### src/rtl/x_mul_unit.sv
// -----------------------------------------------------------------------------
// x_mul_unit
// Iterative radix-2 shift-add multiplier in the Execute stage. It produces
// x_alu_ready for the hazard unit. X, D and F are held while a multiply is in
// flight. The finished product is held until the X stage actually advances.
//
// Ports
//   clock      : single clock, all state updates on the rising edge
//   reset      : synchronous, active-high
//   start      : X holds a valid MUL
//   is_signed  : 1 = two's-complement operands, 0 = unsigned
//   operand_a  : multiplicand, sampled when a start is accepted
//   operand_b  : multiplier, sampled when a start is accepted
//   x_advance  : X pipeline register loads a new instruction this cycle
//   kill       : X instruction squashed; abort any operation
//   result_lo  : product bits [WIDTH-1:0]
//   result_hi  : product bits [2*WIDTH-1:WIDTH]
//   alu_ready  : 0 = hold the X stage
//   busy       : 1 while iterations are running
// -----------------------------------------------------------------------------
module x_mul_unit #(
   parameter int WIDTH = 32
) (
   input  logic             clock,
   input  logic             reset,
   input  logic             start,
   input  logic             is_signed,
   input  logic [WIDTH-1:0] operand_a,
   input  logic [WIDTH-1:0] operand_b,
   input  logic             x_advance,
   input  logic             kill,
   output logic [WIDTH-1:0] result_lo,
   output logic [WIDTH-1:0] result_hi,
   output logic             alu_ready,
   output logic             busy
);

   localparam int CNT_W = $clog2(WIDTH + 1);
   localparam logic [CNT_W-1:0] LAST_ITER = CNT_W'(WIDTH - 1);

   typedef enum logic [1:0] {
      S_IDLE = 2'd0,
      S_BUSY = 2'd1,
      S_DONE = 2'd2
   } state_t;

   state_t           state_q,     state_d;
   logic [CNT_W-1:0] counter_q,   counter_d;
   logic [WIDTH-1:0] mcand_q,     mcand_d;
   logic [WIDTH-1:0] mplier_q,    mplier_d;
   logic [WIDTH-1:0] acc_hi_q,    acc_hi_d;
   logic             neg_q,       neg_d;
   logic [WIDTH-1:0] result_lo_q, result_lo_d;
   logic [WIDTH-1:0] result_hi_q, result_hi_d;

   logic [WIDTH-1:0]   a_mag;
   logic [WIDTH-1:0]   b_mag;
   logic               load;
   logic [WIDTH:0]     sum;
   logic [WIDTH-1:0]   acc_shift;
   logic [WIDTH-1:0]   mplier_shift;
   logic [2*WIDTH-1:0] product;
   logic [2*WIDTH-1:0] product_final;

   // Magnitudes of the operands. The most negative value negates to itself,
   // which read as unsigned is exactly its magnitude, so no extra bit is needed.
   always_comb begin
      a_mag = operand_a;
      b_mag = operand_b;
      if (is_signed && operand_a[WIDTH-1]) a_mag = -operand_a;
      if (is_signed && operand_b[WIDTH-1]) b_mag = -operand_b;
   end

   // A new multiply is accepted from IDLE, or from DONE when X advances
   // with another MUL behind it. kill always wins.
   assign load = start && !kill &&
                 ((state_q == S_IDLE) || ((state_q == S_DONE) && x_advance));

   // One shift-add iteration. The add is WIDTH+1 bits wide; its carry becomes
   // the top bit of the accumulator after the right shift.
   always_comb begin
      sum           = {1'b0, acc_hi_q} + (mplier_q[0] ? {1'b0, mcand_q} : '0);
      acc_shift     = sum[WIDTH:1];
      mplier_shift  = {sum[0], mplier_q[WIDTH-1:1]};
      product       = {acc_shift, mplier_shift};
      product_final = neg_q ? -product : product;
   end

   always_comb begin
      state_d     = state_q;
      counter_d   = counter_q;
      mcand_d     = mcand_q;
      mplier_d    = mplier_q;
      acc_hi_d    = acc_hi_q;
      neg_d       = neg_q;
      result_lo_d = result_lo_q;
      result_hi_d = result_hi_q;

      case (state_q)
         S_IDLE: begin
            if (load) state_d = S_BUSY;
         end
         S_BUSY: begin
            acc_hi_d  = acc_shift;
            mplier_d  = mplier_shift;
            counter_d = counter_q + 1'b1;
            if (counter_q == LAST_ITER) begin
               state_d     = S_DONE;
               result_lo_d = product_final[WIDTH-1:0];
               result_hi_d = product_final[2*WIDTH-1:WIDTH];
            end
         end
         S_DONE: begin
            if (x_advance) state_d = load ? S_BUSY : S_IDLE;
         end
         default: state_d = S_IDLE;
      endcase

      if (load) begin
         mcand_d   = a_mag;
         mplier_d  = b_mag;
         acc_hi_d  = '0;
         counter_d = '0;
         neg_d     = is_signed && (operand_a[WIDTH-1] ^ operand_b[WIDTH-1]);
      end

      // Abort: drop the partial product; the last finished result stays.
      if (kill) begin
         state_d   = S_IDLE;
         counter_d = '0;
         acc_hi_d  = '0;
      end
   end

   always_ff @(posedge clock) begin
      mcand_q  <= mcand_d;
      mplier_q <= mplier_d;
      acc_hi_q <= acc_hi_d;
      neg_q    <= neg_d;
      if (reset) begin
         state_q     <= S_IDLE;
         counter_q   <= '0;
         result_lo_q <= '0;
         result_hi_q <= '0;
      end else begin
         state_q     <= state_d;
         counter_q   <= counter_d;
         result_lo_q <= result_lo_d;
         result_hi_q <= result_hi_d;
      end
   end

   assign result_lo = result_lo_q;
   assign result_hi = result_hi_q;
   assign busy      = (state_q == S_BUSY);

   // In IDLE a waiting MUL must stall X in the same cycle it shows up.
   always_comb begin
      alu_ready = 1'b1;
      case (state_q)
         S_IDLE:  alu_ready = !start;
         S_BUSY:  alu_ready = 1'b0;
         S_DONE:  alu_ready = 1'b1;
         default: alu_ready = 1'b1;
      endcase
   end

endmodule
### config.mk
export PLATFORM = sky130hd
export DESIGN_NAME = x_mul_unit
export DESIGN_NICKNAME = d
export VERILOG_FILES = /design/src/rtl/x_mul_unit.sv
export SDC_FILE = /design/constraint.sdc
export NUM_CORES = 1
export LEC_CHECK = 0
export CAP_MARGIN = 20
export CORE_UTILIZATION = 31
export CTS_BUF_LIST = sky130_fd_sc_hd__clkbuf_4 sky130_fd_sc_hd__clkbuf_8
export CTS_CLUSTER_SIZE = 8
export DETAILED_ROUTE_END_ITERATION = 8
export SLEW_MARGIN = 40
export SYNTH_ARGS = -nofsm -noshare
export SYNTH_HDL_FRONTEND = slang
export SYNTH_SLANG_ARGS = --single-unit
### constraint.sdc
create_clock -name clock -period 5.5 [get_ports clock]
set_clock_uncertainty 0.15 [all_clocks]
set_input_delay 0.825 -clock clock [delete_from_list [all_inputs] [get_ports clock]]
set_output_delay 0.825 -clock clock [all_outputs]
set_load 0.01 [all_outputs]
==> reports/summary.txt, run 1 <==
status -> complete, no violations
via count -> 9334
Post-synth ARST share -> 0
antenna cell count -> 0
Yosys warning count -> 0
synthesized instance count -> 1283
Die Y-Extent -> 188 µm
clock share of power -> 0.329
P_sw -> 0.804 mW
gpl congestion -> 0.849
mapped cell area -> 10700 µm²
Synth cell types -> 65
layout cells sized above 1 -> 0.0537
vias per cell -> 5.06
WP data required -> 5730 ps
Final Cycle Share -> 0.869
post-detailed-route count of antenna-violating nets -> 0
Arrival @ worst endpoint -> 5010 ps
Hold WC Path Type -> reg2reg
largest net degree at the start of global routing -> 82
Ports -> 136
switch share -> 0.296
Synth Flop Type -> dfxtp_1
clock latency at the later pin of the worst-skew pair -> 470 ps
Worst-path clk slew -> 100 ps
Rows -> 67
crit-path cells -> buf_4 > nand2_1 > inv_1 > ha_1 > a211oi_1 > nor2_1 > o21a_1 > or3_1 > a221o_1 > or2_2 > or4_1 > or4_1 > o31ai_1 > xor2_1 > a211oi_1
setup total negative slack -> 0 ps
slew of the pin with the lowest slew margin -> 879 ps
final WL -> 29100 µm
CTS tree -> built
Top Family by Delay on Critical Path -> simple AND/OR/NAND/NOR gates
peak supply drop -> 0.000114 V
clk root buf -> clkbuf_8
RSZ-0062 raised after global routing -> no
Max transition margin -> 0.411
crit path launch type -> flop
vias in the first global route -> 8938
static leakage -> 4.47 nW
Seq cells post-synth -> 169
first-pass GRT wire length -> 47000 µm
Bufs on Longest Clock Path -> 2
CTS H-tree depth -> 4
kind of critical path -> reg2reg
Tot GR Track Use -> 0.165
CP max FO -> 31
Max Clock Freq -> 209 MHz
worst path bufs/invs -> 2
final core utilization -> 0.382
final slew viol count -> 0
Post-synth EDFFs -> 65
Crit path largest cell delay -> 570 ps
initial antenna violation count -> 0
fin nets -> 1491
CTS Hold Bufs -> 0
Initial DRT Pass Iterations -> 5
Remaining DRCs -> 0
Post-CTS Setup Bufs -> 0
CTS buffer count -> 17
Port Buffers -> 135
register area share after synthesis -> 0.377
final hold vios -> 0
Seq pwr share -> 0.506
Area growth syn-to-layout -> 20.5%
Mapped Nets -> 1390
Final min period -> 4780 ps
CP endpoint kind -> flop
combinational group share of total power -> 0.165
number of DRC markers in iteration 0 -> 579
remaining global-route overflow -> 0
dpl hpwl -> 22400 µm
core area -> 33800 µm²
setup violators final -> 0
Wirelength per Cell -> 15.8 µm
Crit-path slowest cell -> or4_1
P_int -> 1.91 mW
die area -> 35300 µm²
clock sinks -> 169
Syn Area/Cell -> 8.34 µm²
count of max-cap constraint violations -> 0
initial core utilization -> 0.317
post-CTS resize count -> 0
Power Density -> 211 nW/µm²
Die X-Extent -> 188 µm
total power draw -> 2.72 mW
cells in the final DEF, fill, tap and decap left out, types with 4 or more instances in the layout:
cell type	n
or2_2	8
nor4_1	11
a21o_1	7
o31ai_1	25
nand3_1	16
ha_1	36
or4_1	15
and3_1	8
nor2_1	122
o211ai_1	4
edfxtp_1	65
inv_6	4
mux2i_1	8
buf_4	15
clkdlybuf4s50_1	134
nand2b_1	12
o21ai_0	90
clkbuf_8	18
o21bai_1	5
nor3b_1	5
o41ai_1	11
a211oi_1	66
xor2_1	84
nor3_1	29
and2_1	42
clkinv_2	4
inv_1	17
nand4_1	11
nand2_1	185
a21oi_1	89
dfxtp_1	104
xnor2_1	62
o21a_1	10
or3_1	13
nor2b_1	6
flip-flops by register name (all words and copies together), names as in the netlist:
name,flops
acc_hi_q,32
counter_q,6
mcand_q,32
mplier_q,32
neg_q,1
result_hi,32
result_lo,32
state_q,2
synth_stat cells, types with 15 or more instances:
master / number / share of area
a211oi_1: 66 / 0.046
a21oi_1: 89 / 0.042
or4_1: 15 / 0.011
o21ai_0: 90 / 0.042
xor2_1: 84 / 0.069
ha_1: 36 / 0.042
nand2_1: 185 / 0.065
inv_1: 17 / 0.0060
dfxtp_1: 104 / 0.19
o31ai_1: 25 / 0.018
nor3_1: 29 / 0.014
and2_1: 42 / 0.025
xnor2_1: 62 / 0.051
edfxtp_1: 65 / 0.18
nand3_1: 17 / 0.0079
clkbuf_1: 64 / 0.022
nor2_1: 122 / 0.043
metal layers:
layer,share of wire,track usage
met5,0,0
met4,0.014,0.0438
met3,0.041,0.0240
met2,0.43,0.252
met1,0.52,0.241
stage by stage:
stage | cell area, µm² | hold slack [ps] | setup WS, ps | instances
floorplan | 10700 | 291 | 917 | 1283
CTS | 12900 | 309 | 669 | 1844
detailed placement | 12500 | 295 | 682 | 1812
global route | 12900 | 341 | 443 | 1845
global placement | 12500 | 290 | 753 | 1812
finish | 12900 | 309 | 720 | 1845
final cells by class:
cell class	count	area [µm²]
clock buffers	18	248
inverters	18	67.6
clock inverters	14	141
fillers	3485	20900
multi-input cells	1027	6360
flip-flops and latches	169	4030
repair buffers	151	1490
well taps	448	561
power by group through the flow:
stage	clock network, mW	registers (mW)	logic [mW]
floorplan	0	1.39	0.287
global placement	0	1.40	0.441
detailed placement	0	1.40	0.448
CTS	0.929	1.37	0.450
global route	0.974	1.38	0.498
finish	0.895	1.37	0.448
cells by family after synthesis:
logic type                 Yosys count  share of synthesized area
AOI/OAI and AO/OA                  332                      0.196
xor gates and xnor gates           146                      0.119
adders and majority gates           37                     0.0439
buffers and inverters               87                     0.0309
DFF                                169                      0.377
muxes                                9                    0.00853
and+or+nand+nor                    503                      0.225
worst min-delay path, cell delays in order (launching register included):
cell and delay (ps):
dfxtp_1 320, nand2_1 50, a21oi_1 50
path summary, 6_finish.rpt:
check | start | slack, ps | cells past startpoint | endpoint
hold reg to reg | result_hi[9] | 310 | 2 | result_hi[9]
setup / recovery | mplier_q[0] | 720 | 15 | result_hi[23]
setup reg to reg | mplier_q[0] | 720 | 15 | result_hi[23]
hold / removal | result_hi[9] | 310 | 2 | result_hi[9]
Note: power is estimated with default switching activity, not from simulation.
==> inputs of run 2 (changes only) <==
Settings changed: ABC_AREA from default to 1, CORE_ASPECT_RATIO from default to 1.1.
==> run 2 against run 1 <==
Effect of this change:
- count of clock-buffer cells in the layout grew 2
- design area grew 13%
- critical endpoint is now result_hi[31]
- hold slack gained 34 ps
- setup slack gained 1200 ps
- synthesized area grew 15%
- critical path type unchanged
- sequential share of layout area shrank 3.6 points
- sequential cell count is the same
- sequential power is essentially flat
- largest cell class unchanged
==> reports/summary.txt, run 2 <==
status -> complete, no violations (unchanged)
Arrival @ worst endpoint -> 3790 ps (was 5010 ps)
leading cell type in the layout, fill and taps excluded -> nand2_1 (unchanged)
peak supply drop -> 0.000142 V (was 0.000114 V)
Top Family by Delay on Critical Path -> simple AND/OR/NAND/NOR gates (unchanged)
Multi-input gate area -> 6900 µm² (was 6360 µm²)
Crit path largest cell delay -> 580 ps (was 570 ps)
Wirelength per Cell -> 15.3 µm (was 15.8 µm)
kind of critical path -> reg2reg (unchanged)
origin of the worst setup path -> mplier_q[0] (unchanged)
Seq cells post-synth -> 169 (unchanged)
clock latency at the later pin of the worst-skew pair -> 490 ps (was 470 ps)
final core utilization -> 0.373 (was 0.382)
largest net degree at the start of global routing -> 65 (was 82)
Port Buffers -> 135 (unchanged)
fin nets -> 2086 (was 1491)
Die Y-Extent -> 211 µm (was 188 µm)
most frequent cells in the layout -> nand2_1, inv_1, nor2_1 (was nand2_1, clkdlybuf4s50_1, nor2_1)
dpl hpwl -> 30800 µm (was 22400 µm)
Worst-path clk slew -> 100 ps (about the same)
Final min period -> 3550 ps (was 4780 ps)
initial antenna violation count -> 1 (was 0)
register area share after synthesis -> 0.328 (was 0.377)
Die X-Extent -> 192 µm (was 188 µm)
met1 Track Usage GR -> 0.252 (was 0.241)
Syn Area/Cell -> 6.58 µm² (was 8.34 µm²)
Max Clock Freq -> 282 MHz (was 209 MHz)
clk root buf -> clkbuf_8 (unchanged)
clock sinks -> 169 (unchanged)
WP data required -> 5740 ps (was 5730 ps)
Mapped Nets -> 1973 (was 1390)
worst path bufs/invs -> 3 (was 2)
layout cells sized above 1 -> 0.0723 (was 0.0537)
Synth Flop Type -> dfxtp_1 (unchanged)
count leader, synth -> nand2_1 (unchanged)
Yosys warning count -> 0 (unchanged)
number of DRC markers in iteration 0 -> 861 (was 579)
Power Density -> 201 nW/µm² (was 211 nW/µm²)
CP endpoint kind -> flop (unchanged)
count of max-cap constraint violations -> 0 (unchanged)
Bufs on Longest Clock Path -> 2 (unchanged)
gpl congestion -> 0.934 (was 0.849)
setup violators final -> 0 (unchanged)
Area growth syn-to-layout -> 18.8% (was 20.5%)
CTS tree -> built (unchanged)
CTS Hold Bufs -> 0 (unchanged)
Worst Setup Slack, final -> 1950 ps (was 720 ps)
met2 global-route usage -> 0.318 (was 0.252)
top post-synthesis cells by area -> dfxtp_1, edfxtp_1, nand2_1 (was dfxtp_1, edfxtp_1, xor2_1)
Post-synth ARST share -> 0 (unchanged)
CP most frequent cell -> nand2_1
Rows -> 76 (was 67)
Non-Filler Instances -> 2500 (was 1845)
Hold WC Path Type -> reg2reg (unchanged)
static leakage -> 6.94 nW (was 4.47 nW)
vias in the first global route -> 11500 (was 8938)
fillers -> 4263 (was 3485)
Remaining DRCs -> 0 (unchanged)
minimum hold slack -> 343 ps (was 309 ps)
synthesized instance count -> 1866 (was 1283)
global-route track usage on met3 -> 0.0261 (was 0.0240)
via count -> 11900 (was 9334)
post-CTS resize count -> 0 (unchanged)
final hold vios -> 0 (unchanged)
remaining global-route overflow -> 0 (unchanged)
Post-CTS Setup Bufs -> 0 (unchanged)
gr busiest metal -> met2 (unchanged)
post-synth top area share -> 0.170 (was 0.194)
slew of the pin with the lowest slew margin -> 770 ps (was 879 ps)
crit path launch type -> flop (unchanged)
CTS buffer count -> 17 (unchanged)
Design Area, Final -> 14600 µm² (was 12900 µm²)
die area -> 40400 µm² (was 35300 µm²)
Post-synth EDFFs -> 65 (unchanged)
Placed Area -> 14200 µm² (was 12500 µm²)
Reg2Reg Launch Point -> mplier_q[0] (unchanged)
Cells after DPL -> 2467 (was 1812)
CP max FO -> 20 (was 31)
most frequent cells after synthesis -> nand2_1, inv_1, nor2_1, dfxtp_1, nand3_1 (was nand2_1, nor2_1, dfxtp_1, o21ai_0, a21oi_1)
Crit-path slowest cell -> edfxtp_1 (was or4_1)
final WL -> 38300 µm (was 29100 µm)
core area -> 39100 µm² (was 33800 µm²)
Initial DRT Pass Iterations -> 6 (was 5)
CTS H-tree depth -> 4 (unchanged)
RSZ-0062 raised after global routing -> no (unchanged)
total power draw -> 2.93 mW (was 2.72 mW)
leading area contributor after synthesis -> dfxtp_1 (unchanged)
HP Start -> counter_q[1] (was result_hi[9])
worst slack, placed -> 1850 ps (was 682 ps)
Max transition margin -> 0.486 (was 0.411)
post-detailed-route count of antenna-violating nets -> 0 (unchanged)
vias per cell -> 4.78 (was 5.06)
Final Cycle Share -> 0.645 (was 0.869)
initial core utilization -> 0.314 (was 0.317)
first-pass GRT wire length -> 60900 µm (was 47000 µm)
Tot GR Track Use -> 0.193 (was 0.165)
sequential cell area -> 4030 µm² (unchanged)
crit-path cells -> buf_6 > nand2_1 > inv_1 > ha_1 > nand2_1 > inv_1 > nand2_1 > nor3_1 > nand3_1 > nand2_1 > nand2_1 > nand2_1 > nand2_1 > nor2_1 > nand2_1 > nand2_1 > a21oi_1 > nor2_1 > nor2_1 (was buf_4 > nand2_1 > inv_1 > ha_1 > a211oi_1 > nor2_1 > o21a_1 > or3_1 > a221o_1 > or2_2 > or4_1 > or4_1 > o31ai_1 > xor2_1 > a211oi_1)
final slew viol count -> 0 (unchanged)
Synth cell types -> 47 (was 65)
mapped cell area -> 12300 µm² (was 10700 µm²)
Ports -> 136 (unchanged)
setup total negative slack -> 0 ps (unchanged)
## run 2: kinds of logic after synthesis
group / Yosys count / share of synthesized area
AOI/OAI and AO/OA: 250 / 0.118
xor gates and xnor gates: 91 / 0.0649
adders and majority gates: 37 / 0.0383
and+or+nand+nor: 953 / 0.337
buffers and inverters: 366 / 0.112
DFF: 169 / 0.328
## run 2: final timing paths
kind         cells after the start  slack (ps)       endpoint
max                             19        1950  result_hi[31]
min                              2         340   counter_q[1]
max reg2reg                     19        1950  result_hi[31]
min reg2reg                      2         340   counter_q[1]
## run 2: cell type report
class	count	share of cell area
clock buffer	20	0.0184
timing repair buffer	146	0.0991
antenna	1	0.000172
sequential	169	0.277
inverter	314	0.0808
tap	507	0.0435
multi-input combinational	1331	0.473
clock inverter	12	0.00866
## run 2: layer usage
| layer | share of wire | vias up | routed length, µm |
|---|---|---|---|
| li1 | - | 6164 | - |
| met1 | 0.46 | 5434 | 17500 |
| met2 | 0.47 | 288 | 17800 |
| met3 | 0.044 | 56 | 1680 |
| met4 | 0.034 | 0 | 1320 |
| met5 | 0 | - | 0 |
## run 2: tightest hold or removal path: cells and delay by family (launching register included)
family,cells,cell delay [ps]
DFF,1,340
and+or+nand+nor,1,70
AOI/OAI and AO/OA,1,50
## run 2: power breakdown
| group | switching, mW | leakage [nW] | internal [mW] |
|---|---|---|---|
| combinational | 0.387 | 5.28 | 0.212 |
| sequential | 0.0334 | 1.45 | 1.35 |
| clock | 0.539 | 0.204 | 0.403 |
| total | 0.959 | 6.94 | 1.97 |
==> RTL edit 1 (flow settings as in run 2) <==
Change the parameter `WIDTH` from 32 to 16.
--- a/src/rtl/x_mul_unit.sv
+++ b/src/rtl/x_mul_unit.sv
@@ -21,3 +21,3 @@
 module x_mul_unit #(
-   parameter int WIDTH = 32
+   parameter int WIDTH = 16
 ) (
Interface: changed (resized operand_a, operand_b, result_hi and result_lo); port bits go from 136 to 72. No check against the original RTL was run, so the function may have changed too.
==> RTL edit 1 against run 2 <==
- area after synthesis down 53%
- total power is 50% lower
- worst setup slack gained 460 ps
- highest routed layer unchanged
- count of clock-buffer cells in the layout decreased by 10
- wire length down 61%
- largest cell class unchanged
- cell area down 52%
- sequential share of layout area increased by 2.2 points
- sequential cell count is 81 lower
==> RTL edit 1: results <==
finish:
  antennaDiodeCount: 0
  layout.nets: 964
  drive_above_1_share: 0.0605
synth:
  yosysWarnings: 0
  synth_edf_count: 33
  ys_top_cells_by_area: "dfxtp_1 (19%), edfxtp_1 (17%), nand2_1 (15%)"
  synthAdderAreaFrac: 0.0486
  synth_compound_area_frac: 0.131
  synth_xor_area_frac: 0.0677
  synth_ff_type: "dfxtp_1"
  ys_seq_area_frac: 0.360
  synth_nets: 900
  synth_cell_type_count: 37
  muxShareOfSynthArea: 0
  synth_common_cells: "nand2_1 (225), inv_1 (132), nor2_1 (69), dfxtp_1 (55), o21ai_0 (51)"
  ys_async_sr_fraction: 0
global_route:
  grt_max_degree: 63
  grt_use_total: 0.163
  antenna_found_initial: 0
  grt_pass1_wl_mm: 25.0
  grt_pass1_vias: 4974
setup_path:
  cp_max_fo: 16
  reg2reg_depth: 14
  reg2reg_from: "mplier_q[0]$_DFFE_PP_"
  critPathLaunchType: "register"
  reg2reg_setup_slack_ps: 2420
  endpoint: "result_hi[7]$_SDFFE_PP0P_"
  crit_arrival_ps: 3220
placement:
  place.gp.congestion: 0.909
  place_ws_ps: 2350
  io_buffers: 71
  hpwl_mm: 11.6
power_and_ir_drop:
  p_leak_nw: 3.29
  peakVddDrop_uv: 142
clock_network:
  clk_pin_slew_worst_paths_ps: 90
  root_buffer: "clkbuf_8"
  clk_latency_ps: 380
  clk_path_buf_depth: 2
  ctsResizeCount: 0
  cts_buffers: 9
  postCtsSetupBuffers: 0
  cts.htree.levels: 3
drt:
  drt-initial-drc-count: 265
  routed_wl_mm: 14.8
  dr.pass1.iters: 4
  via_per_inst: 4.60
sta:
  tightest_slew_ps: 691
  finalCritPeriodShare: 0.561
run_status:
  outcome: "finished, final reports clean"
hold_path:
  hp-class: "register to register"
==> RTL edit 1: cell types whose count changed after synthesis, sizes merged, moves of 32 or more <==
cell	before	now
a21oi	75	41
edfxtp	65	33
inv	309	136
nor2	215	75
o21ai	102	55
nand2	552	237
nand3	103	49
dfxtp	104	55
==> RTL edit 1: layer usage <==
layer / global-route usage / vias to the layer above / wire [um]
met5: 0 / - / 0
met1: 0.222 / 2363 / 7160
li1: - / 2827 / -
met4: 0.0632 / 0 / 235
met2: 0.259 / 90 / 6810
met3: 0.0244 / 16 / 563
==> RTL edit 1: cells by family (layout without fill, tap and decap cells) <==
kind of cell             Yosys count  in the layout
adder cells (fa/ha/maj)           22             22
XOR/XNOR                          45             45
flip-flops                        88             88
buffers and inverters            159            228
AO/OA/AOI/OAI                    133            133
AND/OR/NAND/NOR                  393            393
==> RTL edit 1: how the worst min path moves through the flow <==
stage               slack, ps  cells after the start                      start                   endpoint
finish                    340                      2  counter_q[4]$_SDFFE_PP0P_  counter_q[4]$_SDFFE_PP0P_
global route              350                      2   acc_hi_q[0]$_SDFFE_PP0P_   acc_hi_q[0]$_SDFFE_PP0P_
CTS                       330                      2  counter_q[4]$_SDFFE_PP0P_  counter_q[4]$_SDFFE_PP0P_
detailed placement        320                      2  counter_q[4]$_SDFFE_PP0P_  counter_q[4]$_SDFFE_PP0P_
global placement          300                      2  counter_q[4]$_SDFFE_PP0P_  counter_q[4]$_SDFFE_PP0P_
floorplan                 290                      2  counter_q[4]$_SDFFE_PP0P_  counter_q[4]$_SDFFE_PP0P_
==> RTL edit 1: metrics by stage <==
stage,cell area [um^2],std cells,total power (W)
floorplan,5820,840,0.000900
global placement,6790,1135,0.000988
detailed placement,6800,1136,0.000992
CTS,7010,1152,0.00147
global route,7010,1152,0.00154
finish,7010,1152,0.00145
==> RTL edit 1: area by class of cell <==
class / count / area, um^2
tap: 243 / 304
clock inverter: 6 / 67.6
inverter: 136 / 510
fill: 1991 / 11400
timing repair buffer: 76 / 756
sequential: 88 / 2090
multi-input combinational: 593 / 3140
clock buffer: 10 / 138
==> RTL edit 1: where the power goes <==
part           total [W]  switching [W]  internal, W  leakage (nW)
combinational   0.000256       0.000157    0.0000987          2.43
clock           0.000478       0.000254     0.000224         0.107
sequential      0.000720      0.0000179     0.000702         0.756
==> RTL edit 1: critical path, stage by stage (launching register included) <==
cell	delay (ps)
edfxtp_1	620
nand2_1	90
inv_1	70
ha_1	180
inv_1	60
fa_1	570
nand2_1	100
nor2_1	90
nand3_1	100
nor2_1	200
nand3_2	140
o21ai_0	230
o21ai_0	100
a21oi_1	230
nor2_1	60
==> RTL edit 2 (flow settings as in run 2) <==
Made on the original files. The 3 states of `state_t` get a one-hot encoding in 3 bits.
--- a/src/rtl/x_mul_unit.sv
+++ b/src/rtl/x_mul_unit.sv
@@ -40,6 +40,6 @@
 
-   typedef enum logic [1:0] {
-      S_IDLE = 2'd0,
-      S_BUSY = 2'd1,
-      S_DONE = 2'd2
+   typedef enum logic [2:0] {
+      S_IDLE = 3'b001,
+      S_BUSY = 3'b010,
+      S_DONE = 3'b100
    } state_t;
Function: same outputs for any inputs over 10 cycles, from zero or initial values and one cycle with reset high; not proved beyond that.
==> RTL edit 2 against run 2 <==
- area after synthesis is 1.2% lower
- worst setup slack improved by 27 ps
- die area down 1.2%
- largest power group unchanged
- via count shrank 0.34%
- cell area shrank 1.1%
- sequential cell count rose by 1
- sequential share of layout area rose by 0.44 points
- highest routed layer unchanged
- wire length fell by 3.3%
- combinational power fell by 27%
- count of clock-buffer cells in the layout decreased by 3
- total power is 7.5% lower
==> RTL edit 2: results <==
synth:
  synth_compound_area_frac: 0.122
  ys_top_cells_by_area: "dfxtp_1 (17%), nand2_1 (17%), edfxtp_1 (16%)"
  synth_common_cells: "nand2_1 (536), inv_1 (291), nor2_1 (202), o21ai_0 (106), dfxtp_1 (105)"
  ys_seq_area_frac: 0.334
  synth_xor_area_frac: 0.0679
global_route:
  grt_pass1_vias: 11100
  antenna_found_initial: 0
  grt_use_total: 0.191
  grt_max_degree: 67
drt:
  via_per_inst: 4.80
  drt-initial-drc-count: 809
  post_drt_wl_per_cell_um: 14.9
hold_path:
  min_to: "acc_hi_q[0]$_SDFFE_PP0P_"
  worstHoldStart: "acc_hi_q[0]$_SDFFE_PP0P_"
placement:
  dpl-instance-area_um2: 14000
  place_ws_ps: 1680
  dp_cells: 2445
  place.gp.congestion: 0.915
  hpwl_mm: 29.6
sta:
  whs_ps: 332
  finalWorstSetupSlack_ps: 1980
  tightest_slew_ps: 789
setup_path:
  reg2reg_depth: 21
  crit_arrival_ps: 3800
finish:
  clk_share: 0.0264
  drive_above_1_share: 0.0586
  seq_area_um2: 4050
  nFlopsAndLatches: 170
  layout.nets: 2073
  n_all_buffers: 148
  multi_input_comb_cells: 1319
  n_fill_cell: 4099
  antennaDiodeCount: 0
  inverters: 310
  multi_input_area_share: 0.467
  layout.nonclk_buf_frac: 0.102
  final_cells: 2479
power_and_ir_drop:
  power_density_nw_per_um2: 188
  p_leak_nw: 6.91
clock_network:
  clk_latency_ps: 510
run_status:
  outcome: "finished, final reports clean"
==> RTL edit 2: cell types whose count changed after synthesis, moves of 7 or more <==
| cell | before | now |
|---|---|---|
| nand2_1 | 510 | 536 |
| nand2_2 | 40 | 16 |
| nand3_1 | 95 | 83 |
| o21ai_0 | 94 | 106 |
| xor2_1 | 56 | 65 |
| inv_1 | 298 | 291 |
==> RTL edit 2: power by group <==
part | switching, W | internal, W | total, W
combinational | 0.000275 | 0.000164 | 0.000439
sequential | 0.0000277 | 0.00135 | 0.00138
clock | 0.000554 | 0.000337 | 0.000891
total | 0.000857 | 0.00185 | 0.00271
==> RTL edit 2: layer usage <==
| metal | up-vias | track usage | routed length, um |
|---|---|---|---|
| met5 | - | 0 | 0 |
| met4 | 0 | 0.0927 | 1440 |
| met3 | 63 | 0.0253 | 1560 |
| met2 | 284 | 0.307 | 16900 |
| met1 | 5447 | 0.250 | 17100 |
| li1 | 6107 | - | - |
